--- src/rtl/mips_ctrl_pkg.sv ---
`default_nettype none
// ============================================================================
//  Module   : mips_ctrl_pkg
//  Purpose  : State, opcode and control-word definitions for the multicycle
//             MIPS main controller.
//  Revision : 1.0
// ============================================================================
package mips_ctrl_pkg;

    typedef enum logic [3:0] {
        S_FETCH   = 4'd0,
        S_DECODE  = 4'd1,
        S_MEMADR  = 4'd2,
        S_MEMRD   = 4'd3,
        S_MEMWB   = 4'd4,
        S_MEMWR   = 4'd5,
        S_EXECUTE = 4'd6,
        S_ALUWB   = 4'd7,
        S_BEQ     = 4'd8,
        S_ADDIEX  = 4'd9,
        S_ADDIWB  = 4'd10,
        S_JEX     = 4'd11
    } state_t;

    localparam logic [5:0] OP_LW    = 6'b100011;
    localparam logic [5:0] OP_SW    = 6'b101011;
    localparam logic [5:0] OP_RTYPE = 6'b000000;
    localparam logic [5:0] OP_BEQ   = 6'b000100;
    localparam logic [5:0] OP_ADDI  = 6'b001000;
    localparam logic [5:0] OP_J     = 6'b000010;

    localparam logic [1:0] ALUOP_ADD   = 2'b00;
    localparam logic [1:0] ALUOP_SUB   = 2'b01;
    localparam logic [1:0] ALUOP_FUNCT = 2'b10;

    typedef struct packed {
        logic [1:0] aluop;
        logic       alusrca;
        logic [1:0] alusrcb;
        logic [1:0] pcsrc;
        logic       iord;
        logic       regdst;
        logic       memtoreg;
        logic       irwrite;
        logic       memwrite;
        logic       regwrite;
        logic       pcwrite;
        logic       branch;
    } ctrl_t;

endpackage
`default_nettype wire

--- src/rtl/mc_output_decode.sv ---
`default_nettype none
// ============================================================================
//  Module   : mc_output_decode
//  Purpose  : Moore output decode, state -> control word (pure combinational).
//  Revision : 1.0
// ============================================================================
module mc_output_decode
    import mips_ctrl_pkg::*;
(
    input  state_t state_i,
    output ctrl_t  ctrl_o
);

    always_comb begin
        ctrl_o = '0;
        case (state_i)
            S_FETCH: begin
                ctrl_o.alusrcb = 2'b01;
                ctrl_o.irwrite = 1'b1;
                ctrl_o.pcwrite = 1'b1;
            end
            S_DECODE:  ctrl_o.alusrcb = 2'b11;
            S_MEMADR: begin
                ctrl_o.alusrca = 1'b1;
                ctrl_o.alusrcb = 2'b10;
            end
            S_MEMRD:   ctrl_o.iord = 1'b1;
            S_MEMWB: begin
                ctrl_o.memtoreg = 1'b1;
                ctrl_o.regwrite = 1'b1;
            end
            S_MEMWR: begin
                ctrl_o.iord     = 1'b1;
                ctrl_o.memwrite = 1'b1;
            end
            S_EXECUTE: begin
                ctrl_o.alusrca = 1'b1;
                ctrl_o.aluop   = ALUOP_FUNCT;
            end
            S_ALUWB: begin
                ctrl_o.regdst   = 1'b1;
                ctrl_o.regwrite = 1'b1;
            end
            S_BEQ: begin
                ctrl_o.alusrca = 1'b1;
                ctrl_o.aluop   = ALUOP_SUB;
                ctrl_o.pcsrc   = 2'b01;
                ctrl_o.branch  = 1'b1;
            end
            S_ADDIEX: begin
                ctrl_o.alusrca = 1'b1;
                ctrl_o.alusrcb = 2'b10;
            end
            S_ADDIWB:  ctrl_o.regwrite = 1'b1;
            S_JEX: begin
                ctrl_o.pcsrc   = 2'b10;
                ctrl_o.pcwrite = 1'b1;
            end
            default:   ctrl_o = '0;
        endcase
    end

endmodule
`default_nettype wire

--- src/rtl/multicycle_control_fsm.sv ---
`default_nettype none
// ============================================================================
//  Module   : multicycle_control_fsm
//  Purpose  : Multicycle MIPS main controller: state sequencing, retire and
//             illegal-opcode tracking, pcen and reset gating of write enables.
//  Revision : 1.0
// ============================================================================
module multicycle_control_fsm
    import mips_ctrl_pkg::*;
#(
    parameter int OPW  = 6,
    parameter int CNTW = 32
) (
    input  logic            clk,
    input  logic            reset,
    input  logic [OPW-1:0]  op,
    input  logic            zero,
    output logic [1:0]      aluop,
    output logic            alusrca,
    output logic [1:0]      alusrcb,
    output logic [1:0]      pcsrc,
    output logic            iord,
    output logic            regdst,
    output logic            memtoreg,
    output logic            irwrite,
    output logic            memwrite,
    output logic            regwrite,
    output logic            pcen,
    output logic [3:0]      state,
    output logic            illegal_op,
    output logic [CNTW-1:0] retired
);

    state_t          state_q, state_d;
    logic            illegal_q, illegal_d;
    logic            retire_d;
    logic [CNTW-1:0] retired_q;
    ctrl_t           ctrl;

    always_comb begin
        state_d   = S_FETCH;
        illegal_d = 1'b0;
        retire_d  = 1'b0;
        case (state_q)
            S_FETCH:   state_d = S_DECODE;
            S_DECODE: begin
                if (op == OPW'(OP_LW) || op == OPW'(OP_SW)) state_d = S_MEMADR;
                else if (op == OPW'(OP_RTYPE))              state_d = S_EXECUTE;
                else if (op == OPW'(OP_BEQ))                state_d = S_BEQ;
                else if (op == OPW'(OP_ADDI))               state_d = S_ADDIEX;
                else if (op == OPW'(OP_J))                  state_d = S_JEX;
                else                                        illegal_d = 1'b1;
            end
            S_MEMADR:  state_d = (op == OPW'(OP_SW)) ? S_MEMWR : S_MEMRD;
            S_MEMRD:   state_d = S_MEMWB;
            S_EXECUTE: state_d = S_ALUWB;
            S_ADDIEX:  state_d = S_ADDIWB;
            S_MEMWB, S_MEMWR, S_ALUWB, S_BEQ, S_ADDIWB, S_JEX: retire_d = 1'b1;
            default:   state_d = S_FETCH;
        endcase
    end

    // Reset mid-instruction drops the instruction without retiring it.
    always_ff @(posedge clk or posedge reset) begin
        if (reset) begin
            state_q   <= S_FETCH;
            illegal_q <= 1'b0;
            retired_q <= '0;
        end else begin
            state_q   <= state_d;
            illegal_q <= illegal_d;
            if (retire_d) retired_q <= retired_q + CNTW'(1);
        end
    end

    mc_output_decode u_decode (
        .state_i (state_q),
        .ctrl_o  (ctrl)
    );

    assign aluop      = ctrl.aluop;
    assign alusrca    = ctrl.alusrca;
    assign alusrcb    = ctrl.alusrcb;
    assign pcsrc      = ctrl.pcsrc;
    assign iord       = ctrl.iord;
    assign regdst     = ctrl.regdst;
    assign memtoreg   = ctrl.memtoreg;
    assign irwrite    = ctrl.irwrite  & ~reset;
    assign memwrite   = ctrl.memwrite & ~reset;
    assign regwrite   = ctrl.regwrite & ~reset;
    assign pcen       = (ctrl.pcwrite | (ctrl.branch & zero)) & ~reset;
    assign state      = state_q;
    assign illegal_op = illegal_q;
    assign retired    = retired_q;

endmodule
`default_nettype wire
--- config.mk ---
export PLATFORM = sky130hd
export DESIGN_NAME = multicycle_control_fsm
export DESIGN_NICKNAME = d
export VERILOG_FILES = /design/src/rtl/mips_ctrl_pkg.sv /design/src/rtl/mc_output_decode.sv /design/src/rtl/multicycle_control_fsm.sv
export SDC_FILE = /design/constraint.sdc
export NUM_CORES = 1
export LEC_CHECK = 0
export CORE_MARGIN = 2
export CORE_UTILIZATION = 30
export CTS_BUF_LIST = sky130_fd_sc_hd__clkbuf_8 sky130_fd_sc_hd__clkbuf_16
export CTS_CLUSTER_DIAMETER = 120
export DETAILED_ROUTE_END_ITERATION = 7
export GPL_TIMING_DRIVEN = 0
export PLACE_DENSITY_LB_ADDON = 0.1
export SYNTH_ARGS = -nofsm -noshare
export SYNTH_HDL_FRONTEND = slang
export SYNTH_SLANG_ARGS = --single-unit
--- constraint.sdc ---
create_clock -name clk -period 1.9 [get_ports clk]
set_input_delay 0.475 -clock clk [delete_from_list [all_inputs] [get_ports clk]]
set_output_delay 0.475 -clock clk [all_outputs]
set_load 0.005 [all_outputs]
==> flow_metrics.env, run 1 <==
export IMPL_grt_max_degree=38
export IMPL_cp_cell_sequence="buf_8 > or4_4 > a21oi_2 > buf_2"
export IMPL_grt_pass1_wl_um=8020
export IMPL_ys_flop_type="dfrtp_1"
export IMPL_synth_cell_types=40
export IMPL_power_density_mw_per_mm2=982
export IMPL_numCtsBuffers=5
export IMPL_insertion_delay_ns=0.29
export IMPL_port_buffers=58
export IMPL_finalHoldViolCount=0
export IMPL_syn_nets=199
export IMPL_drc=0
export IMPL_preCtsSetupSlack_ns=-0.534
export IMPL_relSlewSlack=0.480
export IMPL_core_mm2=0.00628
export IMPL_wire_per_inst_um=13.6
export IMPL_hold_class="register to register"
export IMPL_die_x_um=84.2
export IMPL_synth_area_mm2=0.00193
export IMPL_synth_edff_count=0
export IMPL_critPathLaunchType="register"
export IMPL_worst_pin_slew_ns=0.779
export IMPL_synth_top_area_frac=0.480
export IMPL_clockBufferDepth=2
export IMPL_maxCapViolCount=0
export IMPL_worstPathMaxFanout=6
export IMPL_hold_ws_ns=0.481
export IMPL_path_clk_slew_ns=0.08
export IMPL_max_vdd_ir_drop_uv=576
export IMPL_ioPinCount=60
export IMPL_drive_gt1_frac=0.282
export IMPL_yosys_warnings=0
export IMPL_dpl_hpwl_um=3220
export IMPL_syn_area_per_cell_um2=10.2
export IMPL_htreeDepth=2
export IMPL_synthArstFlopShare=1.00
export IMPL_slowest_delay_ns=0.53
export IMPL_antenna_found_initial=0
export IMPL_slew_violations=0
export IMPL_ys_seq_elements=37
export IMPL_failed_checks="negative setup slack"
export IMPL_gr_total_overflow=0
export IMPL_worstPathRequired_ns=1.42
export IMPL_dr_total_vias=1722
export IMPL_grt_pass1_vias=1648
export IMPL_gp_congestion=0.737
export IMPL_syn2layout_area_growth_pct=54.4
export IMPL_synthCells=189
export IMPL_period_minus_slack_ns=2.10
export IMPL_antenna_cells=0
export IMPL_synth_area_leaders="dfrtp_1 (48%), xnor2_1 (14%), nand3_1 (3.6%), nand4_1 (3.2%), nand2_1 (2.9%)"
export IMPL_vias_per_cell=4.92
export IMPL_cts_tree="done"
export IMPL_seq_area_frac_synth=0.480
export IMPL_yosys_area_top_type="dfrtp_1"
export IMPL_crit_type="register to output port"
export IMPL_nets=282
export IMPL_postCtsHoldBufs=0
export IMPL_crit_path_top_delay_cell="or4_4"
export IMPL_p_leak_nw=1.26
export IMPL_finalSetupViolations=6
export IMPL_cts_sinks=37
export IMPL_die_area_mm2=0.00708
export IMPL_run_status="complete, but fails checks"
export IMPL_clock_root_buffer="clkbuf_8"
export IMPL_first_iter_violations=43
export IMPL_crit_arrival_ns=1.63
export IMPL_initial_core_util=0.307
export IMPL_final_setup_worst_slack_ns=-0.204
export IMPL_grt_usage=0.141
export IMPL_timing_fmax_mhz=475
export IMPL_skew_ns=0.00945
export IMPL_drt_total_wl_um=4740
export IMPL_period_share=1.11
export IMPL_total_power_mw=2.92
export IMPL_placementRows=29
export IMPL_dr_pass1_iters=4
export IMPL_ant_nets=0
export IMPL_die_y_um=84.2
export IMPL_cp_end_kind="output port"
export IMPL_rsz0062_at_grt="true"
## sequential cells by signal (all words and copies together), names as in the netlist
signal,cells
state,4
retired,32
illegal_op,1
## routing by layer
metal  vias to the layer above  global-route usage  routed length (µm)
li1                        840                   -                   -
met1                       825               0.183                2170
met2                        51               0.224                2210
met3                         6              0.0423                 292
met4                         0              0.0484                  68
met5                         -                   0                   0
## cell usage after synthesis, drive strengths merged (3+ instances only)
cell and instances:
dfrtp 37, xnor2 30, nand2 15, nand3 14, nor2 12, nand4 11, nor3 11, and3 6
a21oi 5, o21ai 5, clkbuf 4, inv 4, nand2b 4, and4 3, xor2 3
## where the power goes
part / switching, mW / internal (mW) / leakage, nW
clock network: 0.290 / 0.522 / 0.0681
registers: 0.0900 / 0.869 / 0.499
logic: 0.541 / 0.613 / 0.694
total: 0.921 / 2.00 / 1.26
## final cells by class
class                   count  area [µm²]
flip-flops and latches     37         928
inverters                   4        17.5
clock inverters             3        65.1
repair buffers             77         674
clock buffers               5        68.8
fillers                   610        3300
well taps                  77        96.3
multi-input cells         142        1070
plain buffers               5        51.3
## placed cells by master, fill, tap and decap left out, drive strengths merged, types with 2 or more instances in the layout
master | netlist | final
nand2 | 15 | 15
a32oi | 2 | 2
nor2b | 2 | 2
nor3 | 11 | 11
o21ai | 5 | 5
inv | 4 | 4
dfrtp | 37 | 37
nor4 | 2 | 2
nand3 | 14 | 14
nand2b | 4 | 4
a21oi | 5 | 5
o211ai | 2 | 2
and3 | 6 | 6
and4 | 3 | 3
and2 | 2 | 2
buf | 2 | 34
xor2 | 3 | 3
clkbuf | 4 | 10
bufinv | 0 | 2
xnor2 | 30 | 30
nor2 | 12 | 12
nand4 | 11 | 11
clkdlybuf4s50 | 0 | 43
## worst max-delay path, delay by kind of cell, from the launching register on
family | cells | cell delay, ns
flip-flops | 1 | 0.42
AND/OR/NAND/NOR | 1 | 0.53
AO/OA/AOI/OAI | 1 | 0.12
buffers and inverters | 2 | 0.27
## what timing repair did
| item | in CTS | in global routing |
|---|---|---|
| pin swaps | 5 | 9 |
| gates resized for setup | 83 | 21 |
| endpoints found under the setup margin | 14 | 16 |
| buffers inserted | 15 | 5 |
| endpoints found under the hold margin | 0 | 0 |
## kinds of logic after synthesis
logic type	after synthesis	share of synthesized area
AO/OA/AOI/OAI	20	0.0772
flip-flops	37	0.480
adder cells (fa/ha/maj)	1	0.00649
buffers and inverters	10	0.0214
AND/OR/NAND/NOR	88	0.265
XOR/XNOR	33	0.150
## metrics by stage
step	TNS, ns	utilization	instance area (µm²)	std cells
after CTS	-0.691	0.466	2930	347
after detailed placement	-4.12	0.415	2610	324
after global routing	-0.909	0.474	2980	350
final	-0.501	0.474	2980	350
after floorplan	0	-	1930	189
after global placement	-21.76	0.415	2610	324
## worst paths after layout
kind                                         start                 endpoint  slack, ns  cells after the start
max                             state[3]$_DFF_PP0_                     pcen      -0.20                      4
min                        retired[31]$_DFFE_PP0P_  retired[31]$_DFFE_PP0P_       0.48                      1
max reg2reg                     state[1]$_DFF_PP0_   retired[5]$_DFFE_PP0P_       0.18                      6
min reg2reg                retired[31]$_DFFE_PP0P_  retired[31]$_DFFE_PP0P_       0.48                      1
max in group asynchronous                    reset       state[0]$_DFF_PP0_       0.57                      2
min in group asynchronous                    reset       state[1]$_DFF_PP0_       0.80                      2
Power figures use the tool's default switching activity.
==> inputs of run 2 (changes only) <==
CAP_MARGIN = 40   (was not set)
==> run 2 against run 1 <==
Die area unchanged. Non-clock buffer count down 2. First-iteration DRC count increased by 9.3%. Final cell count shrank 0.57%. Maximum frequency grew 0.33%. Clock power about the same. Total power down 1.4%. Clock skew increased by 0.0023 ns. Largest cell class unchanged. Highest routed layer unchanged. Clock-buffer cell count did not move. The flow still finishes with violations (negative setup slack). Global-route usage decreased by 0.23 points. Routed wire length down 0.78%.
==> flow_metrics.env, run 2 (synthesized netlist as in run 1, its figures left out) <==
export IMPL_p_int_mw=1.98
export IMPL_r2r_start="state[2]$_DFF_PP0_"
export IMPL_crit_path_top_delay_cell="or4_4"
export IMPL_syn2layout_area_growth_pct=53.7
export IMPL_postCtsHoldBufs=0
export IMPL_run_status="complete, but fails checks"
export IMPL_hold_ws_ns=0.273
export IMPL_period_share=1.10
export IMPL_final_cell_mix="clkdlybuf4s50_1 (43), dfrtp_1 (35), xnor2_1 (30)"
export IMPL_critPathLaunchType="register"
export IMPL_period_minus_slack_ns=2.10
export IMPL_final_setup_worst_slack_ns=-0.197
export IMPL_die_y_um=84.2
export IMPL_grt_max_degree=36
export IMPL_dr_pass1_iters=4
export IMPL_switching_share=0.312
export IMPL_drt_total_wl_um=4710
export IMPL_antenna_found_initial=0
export IMPL_final_common_cell="clkdlybuf4s50_1"
export IMPL_cts_tree="done"
export IMPL_crit_type="register to output port"
export IMPL_insertion_delay_ns=0.29
export IMPL_maxCapViolCount=0
export IMPL_gr_total_overflow=0
export IMPL_numCtsBuffers=5
export IMPL_regToRegSetupSlack_ns=-0.05
export IMPL_die_x_um=84.2
export IMPL_power_frac_clock=0.281
export IMPL_clockBufferDepth=2
export IMPL_worstPathMaxFanout=4
export IMPL_max_vdd_ir_drop_uv=623
export IMPL_port_buffers=58
export IMPL_power_frac_seq=0.330
export IMPL_preCtsSetupSlack_ns=-0.530
export IMPL_cp_end_kind="output port"
export IMPL_drive_gt1_frac=0.251
export IMPL_power_density_mw_per_mm2=972
export IMPL_nets=280
export IMPL_finalHoldViolCount=0
export IMPL_path_clk_slew_ns=0.08
export IMPL_skew_ns=0.0117
export IMPL_timing_fmax_mhz=477
export IMPL_finalSetupViolations=6
export IMPL_drc=0
export IMPL_relSlewSlack=0.589
export IMPL_placementRows=29
export IMPL_failed_checks="negative setup slack"
export IMPL_slowest_delay_ns=0.53
export IMPL_ant_nets=0
export IMPL_vias_per_cell=4.95
export IMPL_clock_root_buffer="clkbuf_8"
export IMPL_hold_class="input pin to async pin"
export IMPL_grt_pass1_wl_um=7890
export IMPL_combPwrFrac=0.388
export IMPL_p_sw_mw=0.901
export IMPL_htreeDepth=2
export IMPL_ioPinCount=60
export IMPL_grt_usage=0.139
export IMPL_slew_violations=0
export IMPL_cts_sinks=37
export IMPL_dpl_hpwl_um=3240
export IMPL_antenna_cells=0
export IMPL_first_iter_violations=47
export IMPL_ff2ff_path_depth=8
export IMPL_grt_pass1_vias=1645
export IMPL_die_area_mm2=0.00708
export IMPL_wire_per_inst_um=13.5
export IMPL_worst_pin_slew_ns=0.612
export IMPL_worstPathRequired_ns=1.42
export IMPL_cp_cell_sequence="buf_6 > or4_4 > a21oi_2 > buf_2"
export IMPL_crit_arrival_ns=1.62
export IMPL_dr_total_vias=1722
export IMPL_p_leak_nw=1.25
export IMPL_initial_core_util=0.307
export IMPL_rr_endpoint="retired[29]$_DFFE_PP0P_"
export IMPL_largest_reg_flops=32
export IMPL_core_mm2=0.00628
export IMPL_rsz0062_at_grt="true"
export IMPL_gp_congestion=0.737
export IMPL_final_core_util=0.472
==> run 2: how the worst max path moves through the flow <==
stage	startpoint	endpoint	slack [ns]	cells past startpoint
2_1_floorplan	state[3]$_DFF_PP0_	pcen	0.14	5
4_1_cts	state[2]$_DFF_PP0_	regwrite	-0.25	8
3_3_place_gp	state[3]$_DFF_PP0_	pcen	-0.58	6
5_1_grt	state[0]$_DFF_PP0_	pcen	-0.25	4
3_5_place_dp	state[3]$_DFF_PP0_	pcen	-0.53	6
6_report	state[0]$_DFF_PP0_	pcen	-0.20	4
==> run 2: power by group through the flow <==
stage	Combinational, mW	Sequential [mW]	Clock, mW
6_report	1.12	0.952	0.811
5_1_grt	1.22	0.967	0.874
4_1_cts	1.06	0.952	0.826
3_5_place_dp	0.870	0.980	0
3_3_place_gp	0.877	0.979	0
2_1_floorplan	0.454	0.967	0
==> run 2: worst max-delay path: cells and delay by family, from the launching register on <==
family | cells | cell delay (ns)
buffers and inverters | 2 | 0.25
and+or+nand+nor | 1 | 0.53
AOI/OAI and AO/OA | 1 | 0.12
DFF | 1 | 0.43
==> run 2: area by class of cell <==
class	instances	area, µm²
fillers	616	3310
multi-input cells	142	1060
flip-flops and latches	37	928
repair buffers	74	671
well taps	77	96.3
clock buffers	5	68.8
clock inverters	3	65.1
plain buffers	6	60.1
inverters	4	15.0
==> run 2: repair_timing <==
item,CTS,global route
pin swaps,5,5
cloned,0,0
setup endpoints to repair,14,36
setup buffers,11,4
resized for setup,66,22
==> run 2: stage by stage <==
| stage | TNS [ns] | instances | total power, mW | instance area (µm²) |
|---|---|---|---|---|
| finish | -0.637 | 348 | 2.88 | 2960 |
| global route | -2.28 | 348 | 3.06 | 2960 |
| CTS | -1.04 | 344 | 2.83 | 2900 |
| detailed placement | -4.04 | 325 | 1.85 | 2630 |
| global placement | -21.76 | 324 | 1.86 | 2610 |
| floorplan | 0 | 189 | 1.42 | 1930 |
==> run 2: routing by layer <==
metal / vias to the layer above / wire, µm / GRT usage
met3: 5 / 276 / 0.0442
li1: 838 / - / -
met2: 52 / 2280 / 0.217
met4: 0 / 59 / 0.0469
met5: - / 0 / 0
met1: 827 / 2090 / 0.182
==> inputs of run 3 (changes only) <==
SLEW_MARGIN = 0   (was not set)
==> results of run 3 <==
Same layout as run 2: the final DEF is identical, and so are final timing and power.
